## src/rtl/resistor_capacitor_high_pass_filter_mac.sv

```systemverilog
// RC high-pass mixer: the gain-weighted sum of the inputs minus an Euler-integrated capacitor voltage, with one shared multiplier.
// Latency: out_valid comes SIGNAL_COUNT+1 clk after the accepted clk_en; the next strobe is accepted from SIGNAL_COUNT+3 clk.
// No backpressure: a clk_en that arrives while busy is dropped and flagged by a one-cycle overrun pulse.
module resistor_capacitor_high_pass_filter_mac #(
    parameter real SAMPLE_RATE  = 48000.0,
    parameter int  SIGNAL_WIDTH = 16,
    parameter int  SIGNAL_COUNT = 2,
    parameter real C            = 47e-9,
    parameter real R            = 10e3,
    parameter real MIX_GAIN [SIGNAL_COUNT] = '{0.5, 0.5}
) (
    input  logic                                 clk,
    input  logic                                 I_RSTn,
    input  logic                                 clk_en,
    input  logic [SIGNAL_COUNT*SIGNAL_WIDTH-1:0] in,
    output logic [SIGNAL_WIDTH-1:0]              out,
    output logic                                 out_valid,
    output logic                                 busy,
    output logic                                 overrun
);

    localparam int W  = SIGNAL_WIDTH;
    localparam int F  = SIGNAL_WIDTH - 1;
    localparam int IW = (SIGNAL_COUNT > 1) ? $clog2(SIGNAL_COUNT) : 1;
    localparam int AW = 2 * SIGNAL_WIDTH + $clog2(SIGNAL_COUNT);
    localparam int VW = SIGNAL_WIDTH + F + 2;
    localparam int DW = SIGNAL_WIDTH + 1;
    localparam int XW = SIGNAL_WIDTH + 3;

    localparam real K_REAL = 1.0 / (SAMPLE_RATE * R * C);
    localparam int  K_Q    = $rtoi(K_REAL * (2.0 ** F) + 0.5);
    localparam logic signed [DW-1:0] K_COEF = DW'(K_Q);

    typedef enum logic [1:0] {S_IDLE, S_MIX, S_DIFF, S_INTEG} state_t;

    state_t                  r_state;
    logic [IW-1:0]           r_idx;
    logic signed [W-1:0]     r_in [SIGNAL_COUNT];
    logic signed [AW-1:0]    r_acc;
    logic signed [VW-1:0]    r_vc;
    logic signed [DW-1:0]    r_diff;
    logic signed [W-1:0]     r_out;
    logic                    r_out_valid;
    logic                    r_busy;
    logic                    r_overrun;

    logic signed [DW-1:0]    w_gain [SIGNAL_COUNT];
    logic signed [DW-1:0]    w_gain_sel;
    logic signed [W-1:0]     w_in_sel;
    logic signed [2*W:0]     w_prod;
    logic signed [AW-1:0]    w_acc_next;
    logic signed [AW-1:0]    w_acc_sh;
    logic signed [W-1:0]     w_mix;
    logic signed [W+1:0]     w_vc_int;
    logic signed [XW-1:0]    w_diff_wide;
    logic signed [DW-1:0]    w_diff;
    logic signed [W-1:0]     w_out_sat;
    logic signed [VW-1:0]    w_vc_next;

    for (genvar g = 0; g < SIGNAL_COUNT; g++) begin : g_gain
        localparam int G_Q = $rtoi(MIX_GAIN[g] * (2.0 ** F) + 0.5);
        assign w_gain[g] = DW'(G_Q);
    end

    // One product per MIX cycle; idx selects both the coefficient and the latched sample
    assign w_gain_sel = w_gain[r_idx];
    assign w_in_sel   = r_in[r_idx];
    assign w_prod     = w_gain_sel * w_in_sel;
    assign w_acc_next = r_acc + AW'(w_prod);

    assign w_acc_sh = r_acc >>> F;
    assign w_vc_int = (W+2)'(r_vc >>> F);

    always_comb begin
        w_mix = w_acc_sh[W-1:0];
        if (!((&w_acc_sh[AW-1:W-1]) || (~|w_acc_sh[AW-1:W-1])))
            w_mix = w_acc_sh[AW-1] ? {1'b1, {(W-1){1'b0}}} : {1'b0, {(W-1){1'b1}}};
    end

    assign w_diff_wide = XW'(w_mix) - XW'(w_vc_int);

    always_comb begin
        w_diff = w_diff_wide[DW-1:0];
        if (!((&w_diff_wide[XW-1:DW-1]) || (~|w_diff_wide[XW-1:DW-1])))
            w_diff = w_diff_wide[XW-1] ? {1'b1, {(DW-1){1'b0}}} : {1'b0, {(DW-1){1'b1}}};
    end

    always_comb begin
        w_out_sat = w_diff[W-1:0];
        if (w_diff[DW-1] != w_diff[W-1])
            w_out_sat = w_diff[DW-1] ? {1'b1, {(W-1){1'b0}}} : {1'b0, {(W-1){1'b1}}};
    end

    // vc keeps F fraction bits, so K*diff is added without rescaling
    assign w_vc_next = r_vc + VW'(K_COEF * r_diff);

    always_ff @(posedge clk or negedge I_RSTn) begin
        if (!I_RSTn) begin
            r_state     <= S_IDLE;
            r_idx       <= '0;
            r_acc       <= '0;
            r_vc        <= '0;
            r_diff      <= '0;
            r_out       <= '0;
            r_out_valid <= 1'b0;
            r_busy      <= 1'b0;
            r_overrun   <= 1'b0;
            for (int i = 0; i < SIGNAL_COUNT; i++) r_in[i] <= '0;
        end else begin
            r_out_valid <= 1'b0;
            r_overrun   <= clk_en && (r_state != S_IDLE);
            case (r_state)
                S_IDLE: begin
                    if (clk_en) begin
                        for (int i = 0; i < SIGNAL_COUNT; i++) r_in[i] <= in[i*W +: W];
                        r_acc   <= '0;
                        r_idx   <= '0;
                        r_busy  <= 1'b1;
                        r_state <= S_MIX;
                    end
                end
                S_MIX: begin
                    r_acc <= w_acc_next;
                    r_idx <= r_idx + 1'b1;
                    if (r_idx == IW'(SIGNAL_COUNT - 1)) r_state <= S_DIFF;
                end
                S_DIFF: begin
                    r_diff      <= w_diff;
                    r_out       <= w_out_sat;
                    r_out_valid <= 1'b1;
                    r_state     <= S_INTEG;
                end
                S_INTEG: begin
                    r_vc    <= w_vc_next;
                    r_busy  <= 1'b0;
                    r_state <= S_IDLE;
                end
                default: r_state <= S_IDLE;
            endcase
        end
    end

    assign out       = r_out;
    assign out_valid = r_out_valid;
    assign busy      = r_busy;
    assign overrun   = r_overrun;

endmodule

```

## config.mk

```make
export PLATFORM = sky130hd
export DESIGN_NAME = resistor_capacitor_high_pass_filter_mac
export DESIGN_NICKNAME = d
export VERILOG_FILES = /design/src/rtl/resistor_capacitor_high_pass_filter_mac.sv
export SDC_FILE = /design/constraint.sdc
export NUM_CORES = 1
export LEC_CHECK = 0
export ABC_AREA = 1
export BUFFER_PORTS_ARGS = -buffer_cell sky130_fd_sc_hd__buf_2
export CAP_MARGIN = 20
export CORE_MARGIN = 3
export CORE_UTILIZATION = 50
export DETAILED_ROUTE_END_ITERATION = 8
export PLACE_DENSITY = 0.65
export REMOVE_ABC_BUFFERS = 1
export SYNTH_ARGS = -nofsm -noshare
export SYNTH_HDL_FRONTEND = slang
export SYNTH_SLANG_ARGS = --single-unit
export TNS_END_PERCENT = 20
```

## constraint.sdc

```tcl
create_clock -name clk -period 9.7 [get_ports clk]
set_input_delay 1.94 -clock clk [delete_from_list [all_inputs] [get_ports clk]]
set_output_delay 1.94 -clock clk [all_outputs]
set_load 0.01 [all_outputs]
```

==> metrics.md, run 1 <==
| Metric | Value |
|---|---|
| Status | `finished, final reports clean` |
| DR vias | `11400` |
| Post-Place Worst Slack | `3260 ps` |
| Final ANT Viol Nets | `0` |
| Fraction of registers with async set/reset | `100%` |
| Fin nets | `approximately 2100` |
| Max Slew Vio Count | `0` |
| Vias per inst | `between 5 and 6` |
| Clk root buf | `clkbuf_16` |
| Critical path's largest stage delay | `570 ps` |
| Hold Buf Count CTS | `0` |
| DRC Markers | `0` |
| Worst-path clk slew | `70 ps` |
| Iter 0 DRT Violations | `just under 700` |
| Setup slack after layout | `3240 ps` |
| Share of cells above drive strength 1 | `roughly 9.3%` |
| PortBufs | `53` |
| #FFs+latches synth | `121` |
| WP buf/inv | `3` |
| Register Area | `3030 µm²` |
| Pin count of the biggest net entering global routing | `about 70` |
| Min Clock Period, post-route | `between 6000 and 7000 ps` |
| Global Route Usage Sum | `24.2%` |
| Filler instances | `2518` |
| Die Y | `between 150 and 200 µm` |
| Worst-Margin Slew | `1030 ps` |
| Area growth from synthesis to layout | `8.77%` |
| I/O pins | `54` |
| Relative slew slack | `31.3%` |
| H-tree depth | `4` |
| Number of enable flip-flop cells after synthesis | `0` |
| Dpl hpwl | `27500 µm` |
| CP max-delay cell | `dfrtp_1` |
| Crit-path max FO | `8` |
| Crit Path Class | `reg2reg` |
| Vias in the first global route | `roughly 11000` |
| Total Routed Length | `33700 µm` |
| CP arrival | `6780 ps` |
| Min-Delay Path Depth | `2` |
| First-pass GRT wire length | `56300 µm` |
| Post_cts resized | `0` |
| Share of the yosys chip area belonging to registers | `22.4%` |
| Mapped Area | `about 13000 µm²` |
| R2R depth | `27` |
| Worst setup SP type | `register` |
| First-pass DRT Iterations | `7` |
| Max-Cap Viols | `0` |
| Die X | `170 µm` |
| Crit. End Element | `register` |
| Core area | `26300 µm²` |
| Final Hold Viols | `0` |
| Yosys warns | `0` |
| RSZ-0062 raised after global routing | `false` |
| # Post-CTS Setup Buffers | `0` |
| Fmax | `155 MHz` |
| Worst Path Required | `about 10000 ps` |
| Multi-input gate area | `9110 µm²` |
| Max Root-Sink Buffers | `2` |
| Initial antenna violation count | `0` |
| Stages on the worst setup path | `27` |
| Max Clock Skew | `~13 ps` |
| Die area | `29000 µm²` |
| Post-Syn Instances | `1774` |
| CTS Buf Count | `17` |
| Synth Flop Type | `dfrtp_1` |
| Skew-Pair Late Insertion Delay | `440 ps` |
| CP top delay family | `adder cells` |
| Distinct cell type count after synthesis | `between 40 and 50` |
| Clock Sinks | `around 120` |
| Hold crit path type | `reg2reg` |
| Post-route setup TNS | `0 ps` |
| Avg Cell Area, Syn | `7.60 µm²` |
| # rows | `59` |
| Placer congestion estimate | `0.948` |
| # diodes | `0` |
| Initial Utilization | `51.3%` |
| Period utilisation layout | `about two thirds` |
| CTS tree | `built` |
| Avg WL per Cell | `roughly 16 µm` |
| Final Setup Violations | `0` |
| Gr ovfl total | `0` |
| CP most frequent cell | `nand2_1` |
-- cells by family after synthesis --
group,count (synthesis),share of synthesized area [%]
compound gates,273,11.4
xor+xnor,52,3.38
fa+ha+maj,281,30.6
buf+inv,346,10.0
flops,121,22.4
simple gates,701,22.1
-- synthesized netlist by cell type (2+ instances only) --
library cell / instances / share of area, %
inv_2: 5 / 0.14
and3_1: 3 / 0.14
nand2_4: 3 / 0.25
nor2_2: 2 / 0.093
o21ai_0: 111 / 4.1
nor2_1: 103 / 2.9
nand2_1: 440 / 12
nand3_1: 70 / 2.6
buf_4: 2 / 0.11
fa_1: 81 / 12
buf_1: 3 / 0.083
a21o_1: 5 / 0.28
buf_12: 2 / 0.30
a31oi_1: 18 / 0.83
clkbuf_1: 23 / 0.64
ha_1: 200 / 19
dfrtp_1: 121 / 22
xor2_1: 30 / 1.9
or2_2: 14 / 0.65
o21bai_1: 12 / 0.67
o22ai_1: 5 / 0.23
nand4_1: 14 / 0.65
a21oi_1: 90 / 3.3
o221ai_1: 2 / 0.13
xnor2_1: 22 / 1.4
nand3_2: 5 / 0.37
nor4_1: 3 / 0.14
nor3_1: 14 / 0.52
nand4_2: 3 / 0.28
o21ai_1: 2 / 0.074
inv_1: 307 / 8.5
a21boi_0: 3 / 0.17
nand2_2: 24 / 1.1
a21oi_2: 19 / 1.2
-- final timing paths --
path	from	to	slack [ps]
hold / removal	r_in[11]	r_in[11]	480
min in group asynchronous	I_RSTn	r_in[10]	1540
max in group asynchronous	I_RSTn	r_diff[16]	6800
hold reg to reg	r_in[11]	r_in[11]	480
setup reg to reg	r_diff[16]	r_vc[32]	3240
setup / recovery	r_diff[16]	r_vc[32]	3240
-- worst register-to-register path, delay by kind of cell, from the launching register on --
family | cells | cell delay (ps)
xor+xnor | 1 | 370
flops | 1 | 570
buf+inv | 3 | 140
fa+ha+maj | 7 | 3110
compound gates | 3 | 630
simple gates | 13 | 1530
-- sequential cells by signal, summed over array words and instances (netlist names) --
name / flops
busy: 1
out: 16
out_valid: 1
overrun: 1
r_acc: 19
r_diff: 17
r_idx: 1
r_in: 32
r_state: 2
r_vc: 31
-- per-stage QoR --
stage	area, µm²	instances	hold slack (ps)	utilization, %
6_report	14700	2169	480	55.8
2_1_floorplan	13300	1742	442	-
3_3_place_gp	14000	2135	459	53.4
4_1_cts	14600	2167	484	55.7
3_5_place_dp	14000	2135	466	53.4
5_1_grt	14700	2169	495	55.8
-- routing by layer --
metal / wire [µm] / global-route usage, %
met5: 0 / 0
met2: 16400 / 41.5
met1: 14700 / 30.2
met4: 1310 / 9.45
met3: 1330 / 4.62
-- final cells by class --
class / count / share of cell area, %
flip-flops and latches: 121 / 20.6
repair buffers: 60 / 2.32
inverters: 314 / 8.05
well taps: 335 / 2.86
clock inverters: 15 / 1.17
clock buffers: 17 / 2.90
multi-input cells: 1307 / 62.1
-- placed cells by master (no fill, tap or decap), drive strengths merged --
| cell type | Yosys | layout |
|---|---|---|
| o211ai | 1 | 1 |
| clkinvlp | 0 | 1 |
| a21boi | 3 | 3 |
| xnor2 | 22 | 22 |
| inv | 313 | 325 |
| o221ai | 2 | 2 |
| fa | 81 | 81 |
| clkinv | 1 | 2 |
| nor3 | 14 | 14 |
| nand2 | 467 | 467 |
| o21a | 1 | 1 |
| o22ai | 5 | 5 |
| o31ai | 1 | 1 |
| a211oi | 1 | 1 |
| nand3b | 1 | 1 |
| o21ai | 113 | 113 |
| dfrtp | 121 | 121 |
| o21bai | 12 | 12 |
| a21o | 5 | 5 |
| a31oi | 18 | 18 |
| nand3 | 75 | 75 |
| or2 | 14 | 14 |
| a22o | 1 | 1 |
| ha | 200 | 200 |
| nand4 | 17 | 17 |
| a221o | 1 | 1 |
| a21oi | 109 | 109 |
| nor4 | 4 | 4 |
| nor2 | 106 | 106 |
| xor2 | 30 | 30 |
| and3 | 3 | 3 |
| clkbuf | 23 | 17 |
| bufinv | 0 | 1 |
| buf | 9 | 60 |
Power of run 1 is left out: the tool's default activity adds up to more than one toggle a clock period on the data nets, which glitch-free logic cannot reach.
==> run 2, diff against run 1 <==
--- a/config.mk
+++ b/config.mk
@@ -5,13 +5,13 @@
 export SDC_FILE = /design/constraint.sdc
 export NUM_CORES = 1
 export LEC_CHECK = 0
-export ABC_AREA = 1
+export ABC_AREA = 0
 export BUFFER_PORTS_ARGS = -buffer_cell sky130_fd_sc_hd__buf_2
 export CAP_MARGIN = 20
 export CORE_MARGIN = 3
 export CORE_UTILIZATION = 50
 export DETAILED_ROUTE_END_ITERATION = 8
-export PLACE_DENSITY = 0.65
+export PLACE_DENSITY = 0.67
 export REMOVE_ABC_BUFFERS = 1
 export SYNTH_ARGS = -nofsm -noshare
 export SYNTH_HDL_FRONTEND = slang
==> constraint.sdc (replaced) <==
create_clock -name clk -period 5.9 [get_ports clk]
set_input_delay 1.18 -clock clk [delete_from_list [all_inputs] [get_ports clk]]
set_output_delay 1.18 -clock clk [all_outputs]
set_load 0.01 [all_outputs]
==> run 2 against run 1 <==
Compared with the run above:
- the flow now finishes with violations (setup timing)
- register-to-register slack lost 3900 ps
- first-iteration DRC count shrank 15%
- worst hold slack gained 6.4 ps
- highest routed layer unchanged
- core utilization grew 6.1 points
- via count shrank 9.2%
- area after synthesis shrank 4.4%
- count of clock-buffer cells in the layout grew 1
==> metrics.md, run 2 <==
| Metric | Value |
|---|---|
| Status | `finished with violations (was finished, final reports clean)` |
| Failing checks | `setup timing` |
| Max Root-Sink Buffers | `2 (unchanged)` |
| H-tree depth | `4 (unchanged)` |
| Fmax | `153 MHz (was 155 MHz)` |
| Crit-path max FO | `3 (was 8)` |
| Max-Cap Viols | `0 (unchanged)` |
| Hold Buf Count CTS | `0 (unchanged)` |
| Avg WL per Cell | `15.6 µm (about the same)` |
| Worst setup SP type | `register (unchanged)` |
| Relative slew slack | `46.8% (was 31.3%)` |
| CP arrival | `6890 ps (was 6780 ps)` |
| Cells after DPL | `1876 (was 2135)` |
| Hold crit path type | `reg2reg (unchanged)` |
| # diodes | `0 (unchanged)` |
| Register with the most flip-flops | `r_in (unchanged)` |
| Most frequent cells in the layout | `236 x inv_1, 183 x ha_1, 140 x buf_4, 117 x dfrtp_1, 85 x nor2_1 (was 440 x nand2_1, 307 x inv_1, 200 x ha_1, 121 x dfrtp_1, 111 x o21ai_0)` |
| Iter 0 DRT Violations | `580 (was 685)` |
| CP most frequent cell | `fa_1 (was nand2_1)` |
| Worst-path clk slew | `60 ps (was 70 ps)` |
| CTS Buf Count | `17 (unchanged)` |
| Skew-Pair Late Insertion Delay | `440 ps (about the same)` |
| Period utilisation layout | `111% (was 66.6%)` |
| CP max-delay cell | `fa_1 (was dfrtp_1)` |
| Final ANT Viol Nets | `0 (unchanged)` |
| First-pass GRT wire length | `50900 µm (was 56300 µm)` |
| Max Slew Vio Count | `0 (unchanged)` |
| Commonest non-fill, non-tap cell in the layout | `inv_1 (was nand2_1)` |
| Die X | `167 µm (was 170 µm)` |
| Design Area, Final | `15600 µm² (was 14700 µm²)` |
| Area growth from synthesis to layout | `21.2% (was 8.77%)` |
| Dpl hpwl | `22900 µm (was 27500 µm)` |
| RSZ-0062 raised after global routing | `true (was false)` |
| WP buf/inv | `6 (was 3)` |
| Clock Sinks | `121 (unchanged)` |
| Vias per inst | `5.38 (was 5.24)` |
| Filler instances | `2090 (was 2518)` |
| PortBufs | `53 (unchanged)` |
| Largest register FFs | `32 (unchanged)` |
| Synth top cells by count | `243 x inv_1, 200 x ha_1, 121 x dfrtp_1, 86 x nor2_1, 83 x a21oi_1 (was 440 x nand2_1, 307 x inv_1, 200 x ha_1, 121 x dfrtp_1, 111 x o21ai_0)` |
| Critical path's largest stage delay | `570 ps (about the same)` |
| Pin count of the biggest net entering global routing | `78 (was 72)` |
| Initial antenna violation count | `0 (unchanged)` |
| Worst hold margin | `487 ps (was 480 ps)` |
| DR vias | `10300 (was 11400)` |
| Top-count cell post-synth | `inv_1 (was nand2_1)` |
| CP top delay family | `adder cells (unchanged)` |
| Vias in the first global route | `10700 (was 11500)` |
| Min Clock Period, post-route | `6530 ps (was 6460 ps)` |
| Core area | `25300 µm² (was 26300 µm²)` |
| DRC Markers | `0 (unchanged)` |
| #FFs+latches synth | `121 (unchanged)` |
| Biggest regs | `r_in: 32 flops, r_vc: 31 flops, r_acc: 19 flops (unchanged)` |
| Placer congestion estimate | `0.903 (was 0.948)` |
| Mapped Area | `12900 µm² (was 13500 µm²)` |
| Share of the synthesized area in the top cell type | `23.5% (was 22.4%)` |
| Worst Path Required | `6250 ps (was 10030 ps)` |
| Yosys warns | `0 (unchanged)` |
| Avg Cell Area, Syn | `9.29 µm² (was 7.60 µm²)` |
| Post-Syn Instances | `1389 (was 1774)` |
| Setup slack after layout | `-634 ps (was 3240 ps)` |
| Crit. End Element | `register (unchanged)` |
| Global Route Usage Sum | `22.1% (was 24.2%)` |
| I/O pins | `54 (unchanged)` |
| Fraction of registers with async set/reset | `100% (unchanged)` |
| Die Y | `167 µm (was 170 µm)` |
| Share of cells above drive strength 1 | `23.6% (was 9.27%)` |
| Gr ovfl total | `0 (unchanged)` |
| Share of the yosys chip area belonging to registers | `23.5% (was 22.4%)` |
| # rows | `58 (was 59)` |
| Fin nets | `1894 (was 2137)` |
| Initial Utilization | `51.1% (was 51.3%)` |
| Synth Flop Type | `dfrtp_1 (unchanged)` |
| Final Setup Violations | `14 (was 0)` |
| Max Clock Skew | `14.4 ps (was 12.5 ps)` |
| CTS tree | `built (unchanged)` |
| First-pass DRT Iterations | `7 (unchanged)` |
| Distinct cell type count after synthesis | `75 (was 47)` |
| Synth area leaders | `dfrtp_1 23%, ha_1 19%, fa_1 13% (was dfrtp_1 22%, ha_1 19%, nand2_1 12%)` |
| Final Hold Viols | `0 (unchanged)` |
| Clk root buf | `clkbuf_16 (unchanged)` |
| Synth area leader | `dfrtp_1 (unchanged)` |
| Worst-Margin Slew | `797 ps (was 1030 ps)` |
| Die area | `27800 µm² (was 29000 µm²)` |
| Crit Path Class | `reg2reg (unchanged)` |
| Total Routed Length | `29900 µm (was 33700 µm)` |
| Number of enable flip-flop cells after synthesis | `0 (unchanged)` |
| Finished Layout Cells | `1921 (was 2169)` |
| Dpl cell area | `14500 µm² (was 14000 µm²)` |
[run 2: cell types whose count changed in the layout (fill, tap and decap cells not counted), moves of 16 or more]
cell,change
nor2_1,-18
xnor2_1,+16
o21ai_1,+17
ha_1,-17
buf_4,+133
a21oi_1,-19
o21ai_0,-55
nand3_1,-45
mux2_2,+58
inv_1,-71
nand2_1,-362
nand2_2,-24
a21o_1,+29
[run 2: kinds of logic (layout without fill, tap and decap cells)]
kind of cell / after synthesis / count (layout) / share of synthesized area [%]
compound gates: 323 / 323 / 16.9
flops: 121 / 121 / 23.5
fa+ha+maj: 281 / 281 / 32.0
buf+inv: 276 / 478 / 8.12
mux: 67 / 67 / 5.77
simple gates: 251 / 251 / 8.88
xor+xnor: 70 / 70 / 4.92
[run 2: through the flow]
stage	utilization, %	setup TNS, ps	setup WS, ps
after floorplan	-	-4880	-800
after global placement	57.3	-8390	-916
after detailed placement	57.3	-9120	-949
after CTS	61.1	-3880	-526
after global routing	61.9	-8410	-827
final	61.9	-4800	-634
[run 2: metal layers]
layer,up-vias,wire [µm],track usage [%]
li1,5108,-,-
met1,4954,13200,27.9
met2,216,14500,38.4
met3,48,1490,4.37
met4,0,719,6.81
met5,-,0,0
[run 2: layout make-up]
class	instances	area, µm²	share of cell area [%]
flip-flops and latches	121	3030	19.4
well taps	330	413	2.64
repair buffers	203	1460	9.34
inverters	243	912	5.83
clock inverters	14	140	0.896
clock buffers	18	429	2.74
multi-input cells	992	9250	59.2
[run 2: path summary, 6_finish.rpt]
path | to | start | cells after the start | slack, ps
min | out[15] | out[15] | 1 | 490
max in group asynchronous | r_diff[10] | I_RSTn | 2 | 4220
max reg2reg | r_vc[31] | r_diff[8] | 29 | -630
min in group asynchronous | r_in[12] | I_RSTn | 1 | 670
max | r_vc[31] | r_diff[8] | 29 | -630
min reg2reg | out[15] | out[15] | 1 | 490
[run 2: repair_timing]
action                     in CTS  in global routing
setup endpoints to repair      17                 17
pin swaps                      57                 19
resized for setup              68                 27
setup buffers                   8                  3
gates cloned                    0                  0
Power of run 2 is left out for the same reason.
==> run 3, diff against run 2 <==
--- a/config.mk
+++ b/config.mk
@@ -8,10 +8,12 @@
 export ABC_AREA = 0
 export BUFFER_PORTS_ARGS = -buffer_cell sky130_fd_sc_hd__buf_2
 export CAP_MARGIN = 20
+export CELL_PAD_IN_SITES_DETAIL_PLACEMENT = 0
+export CELL_PAD_IN_SITES_GLOBAL_PLACEMENT = 1
 export CORE_MARGIN = 3
-export CORE_UTILIZATION = 50
+export CORE_UTILIZATION = 45
 export DETAILED_ROUTE_END_ITERATION = 8
-export PLACE_DENSITY = 0.67
+export PLACE_DENSITY = 0.76
 export REMOVE_ABC_BUFFERS = 1
 export SYNTH_ARGS = -nofsm -noshare
 export SYNTH_HDL_FRONTEND = slang
==> run 3 against run 2 <==
Compared with the run above:
- the flow still finishes with violations (setup timing)
- critical endpoint unchanged
- critical path depth is 1 lower
- first-iteration DRC count is 26% lower
- wire length grew 5.1%
- non-clock buffer count is 7 higher
- sequential cell count is the same
==> metrics.md, run 3 (synthesis gave the netlist of run 2 again) <==
| Metric | Value |
|---|---|
| Status | `finished with violations (unchanged)` |
| Failing checks | `setup timing (unchanged)` |
| Crit Path Class | `reg2reg (unchanged)` |
| Hold Buf Count CTS | `0 (unchanged)` |
| First-pass DRT Iterations | `5 (was 7)` |
| CTS tree | `built (unchanged)` |
| Final ANT Viol Nets | `0 (unchanged)` |
| CP max-delay cell | `fa_1 (unchanged)` |
| Min Clock Period, post-route | `6480 ps (was 6530 ps)` |
| Cells after DPL | `1921 (was 1876)` |
| Design Area, Final | `15800 µm² (was 15600 µm²)` |
| Worst R2R Start | `r_diff[6] (was r_diff[8])` |
| Max Slew Vio Count | `0 (unchanged)` |
| DR vias | `10400 (was 10300)` |
| Placer congestion estimate | `0.880 (was 0.903)` |
| # diodes | `0 (unchanged)` |
| I/O pins | `54 (unchanged)` |
| Initial antenna violation count | `0 (unchanged)` |
| CP arrival | `6820 ps (was 6890 ps)` |
| Die X | `175 µm (was 167 µm)` |
| Dpl hpwl | `24500 µm (was 22900 µm)` |
| Vias per inst | `5.25 (was 5.38)` |
| Register with the most flip-flops | `r_in (unchanged)` |
| Worst Path Required | `6240 ps (was 6250 ps)` |
| PortBufs | `53 (unchanged)` |
| Max Root-Sink Buffers | `2 (unchanged)` |
| Initial Utilization | `46.1% (was 51.1%)` |
| Clk root buf | `clkbuf_16 (unchanged)` |
| CP Launch Point | `r_diff[6] (was r_diff[8])` |
| Gr ovfl total | `0 (unchanged)` |
| Relative slew slack | `33.0% (was 46.8%)` |
| Clock Sinks | `121 (unchanged)` |
| Setup slack after layout | `-581 ps (was -634 ps)` |
| Die Y | `175 µm (was 167 µm)` |
| Global Route Usage Sum | `21.2% (was 22.1%)` |
| Max Clock Skew | `11.8 ps (was 14.4 ps)` |
| Vias in the first global route | `10700 (about the same)` |
| Worst-path clk slew | `70 ps (was 60 ps)` |
| Fin nets | `1901 (was 1894)` |
| Period utilisation layout | `110% (was 111%)` |
| Finished Layout Cells | `1976 (was 1921)` |
| Post-Place Worst Slack | `-975 ps (was -949 ps)` |
| First-pass GRT wire length | `52900 µm (was 50900 µm)` |
| Core area | `28000 µm² (was 25300 µm²)` |
| Iter 0 DRT Violations | `428 (was 580)` |
| Largest register FFs | `32 (unchanged)` |
| RSZ-0062 raised after global routing | `true (unchanged)` |
| Die area | `30700 µm² (was 27800 µm²)` |
| Most frequent cells in the layout | `233 x inv_1, 180 x ha_1, 148 x buf_4, 121 x dfrtp_1, 85 x nor2_1 (was 236 x inv_1, 183 x ha_1, 140 x buf_4, 117 x dfrtp_1, 85 x nor2_1)` |
| Biggest regs | `r_in: 32 flops, r_vc: 31 flops, r_acc: 19 flops (unchanged)` |
| Pin count of the biggest net entering global routing | `84 (was 78)` |
| Area growth from synthesis to layout | `22.5% (was 21.2%)` |
| CTS Buf Count | `17 (unchanged)` |
| CP most frequent cell | `inv_2 (was fa_1)` |
| Commonest non-fill, non-tap cell in the layout | `inv_1 (unchanged)` |
| Final Hold Viols | `0 (unchanged)` |
| Critical path's largest stage delay | `510 ps (was 570 ps)` |
| Share of cells above drive strength 1 | `25.0% (was 23.6%)` |
| Dpl cell area | `14500 µm² (about the same)` |
| DRC Markers | `0 (unchanged)` |
| Skew-Pair Late Insertion Delay | `420 ps (was 440 ps)` |
| Max-Cap Viols | `0 (unchanged)` |
| Hold path startpoint | `out[15] (unchanged)` |
| Fmax | `154 MHz (was 153 MHz)` |
| # rows | `61 (was 58)` |
| Crit-path max FO | `3 (unchanged)` |
| Worst setup SP type | `register (unchanged)` |
| Worst-Margin Slew | `1000 ps (was 797 ps)` |
| Avg WL per Cell | `15.9 µm (was 15.6 µm)` |
| Filler instances | `2574 (was 2090)` |
| Final Setup Violations | `14 (unchanged)` |
| Hold crit path type | `reg2reg (unchanged)` |
| H-tree depth | `4 (unchanged)` |
| Total Routed Length | `31500 µm (was 29900 µm)` |
| Crit. End Element | `register (unchanged)` |
[run 3: area by class of cell]
| class | instances | area [µm²] | area share, % |
|---|---|---|---|
| multi-input cells | 992 | 9320 | 59.0 |
| flip-flops and latches | 121 | 3030 | 19.2 |
| repair buffers | 210 | 1500 | 9.49 |
| inverters | 243 | 912 | 5.77 |
| well taps | 378 | 473 | 2.99 |
| clock buffers | 17 | 425 | 2.69 |
| clock inverters | 15 | 143 | 0.902 |
[run 3: layer usage]
metal / vias to the layer above / wire [µm] / track usage, %
met4: 0 / 563 / 4.65
li1: 5121 / - / -
met1: 5090 / 13600 / 26.4
met2: 133 / 16500 / 39.2
met3: 38 / 733 / 2.66
met5: - / 0 / 0
[run 3: critical path: cells and delay by family, from the launching register on]
kind / cells / cell delay (ps)
adders and majority gates: 7 / 2460
AOI/OAI and AO/OA: 11 / 2250
and+or+nand+nor: 4 / 580
DFF: 1 / 400
muxes: 1 / 310
xor gates and xnor gates: 1 / 230
buffers and inverters: 4 / 180
[run 3: repair_timing]
item,CTS,global route
setup buffers,17,7
pin swaps,49,52
endpoints found under the setup margin,17,19
gates resized for setup,64,50
[run 3: path summary, 6_finish.rpt]
kind	endpoint	depth (start not counted)	slack, ps
setup / recovery	r_vc[31]	28	-580
hold / removal	out[15]	1	480
setup reg to reg	r_vc[31]	28	-580
hold reg to reg	out[15]	1	480
max in group asynchronous	out[6]	2	4030
min in group asynchronous	r_in[13]	1	820
[run 3: through the flow]
step                hold WS (ps)  TNS [ps]  utilization (%)
CTS                          481     -4070             55.4
detailed placement           467     -9040             51.8
global route                 508     -8310             56.4
global placement             466     -7940             51.8
finish                       477     -4500             56.4
floorplan                    471     -4880                -
Power of run 3 is left out for the same reason.
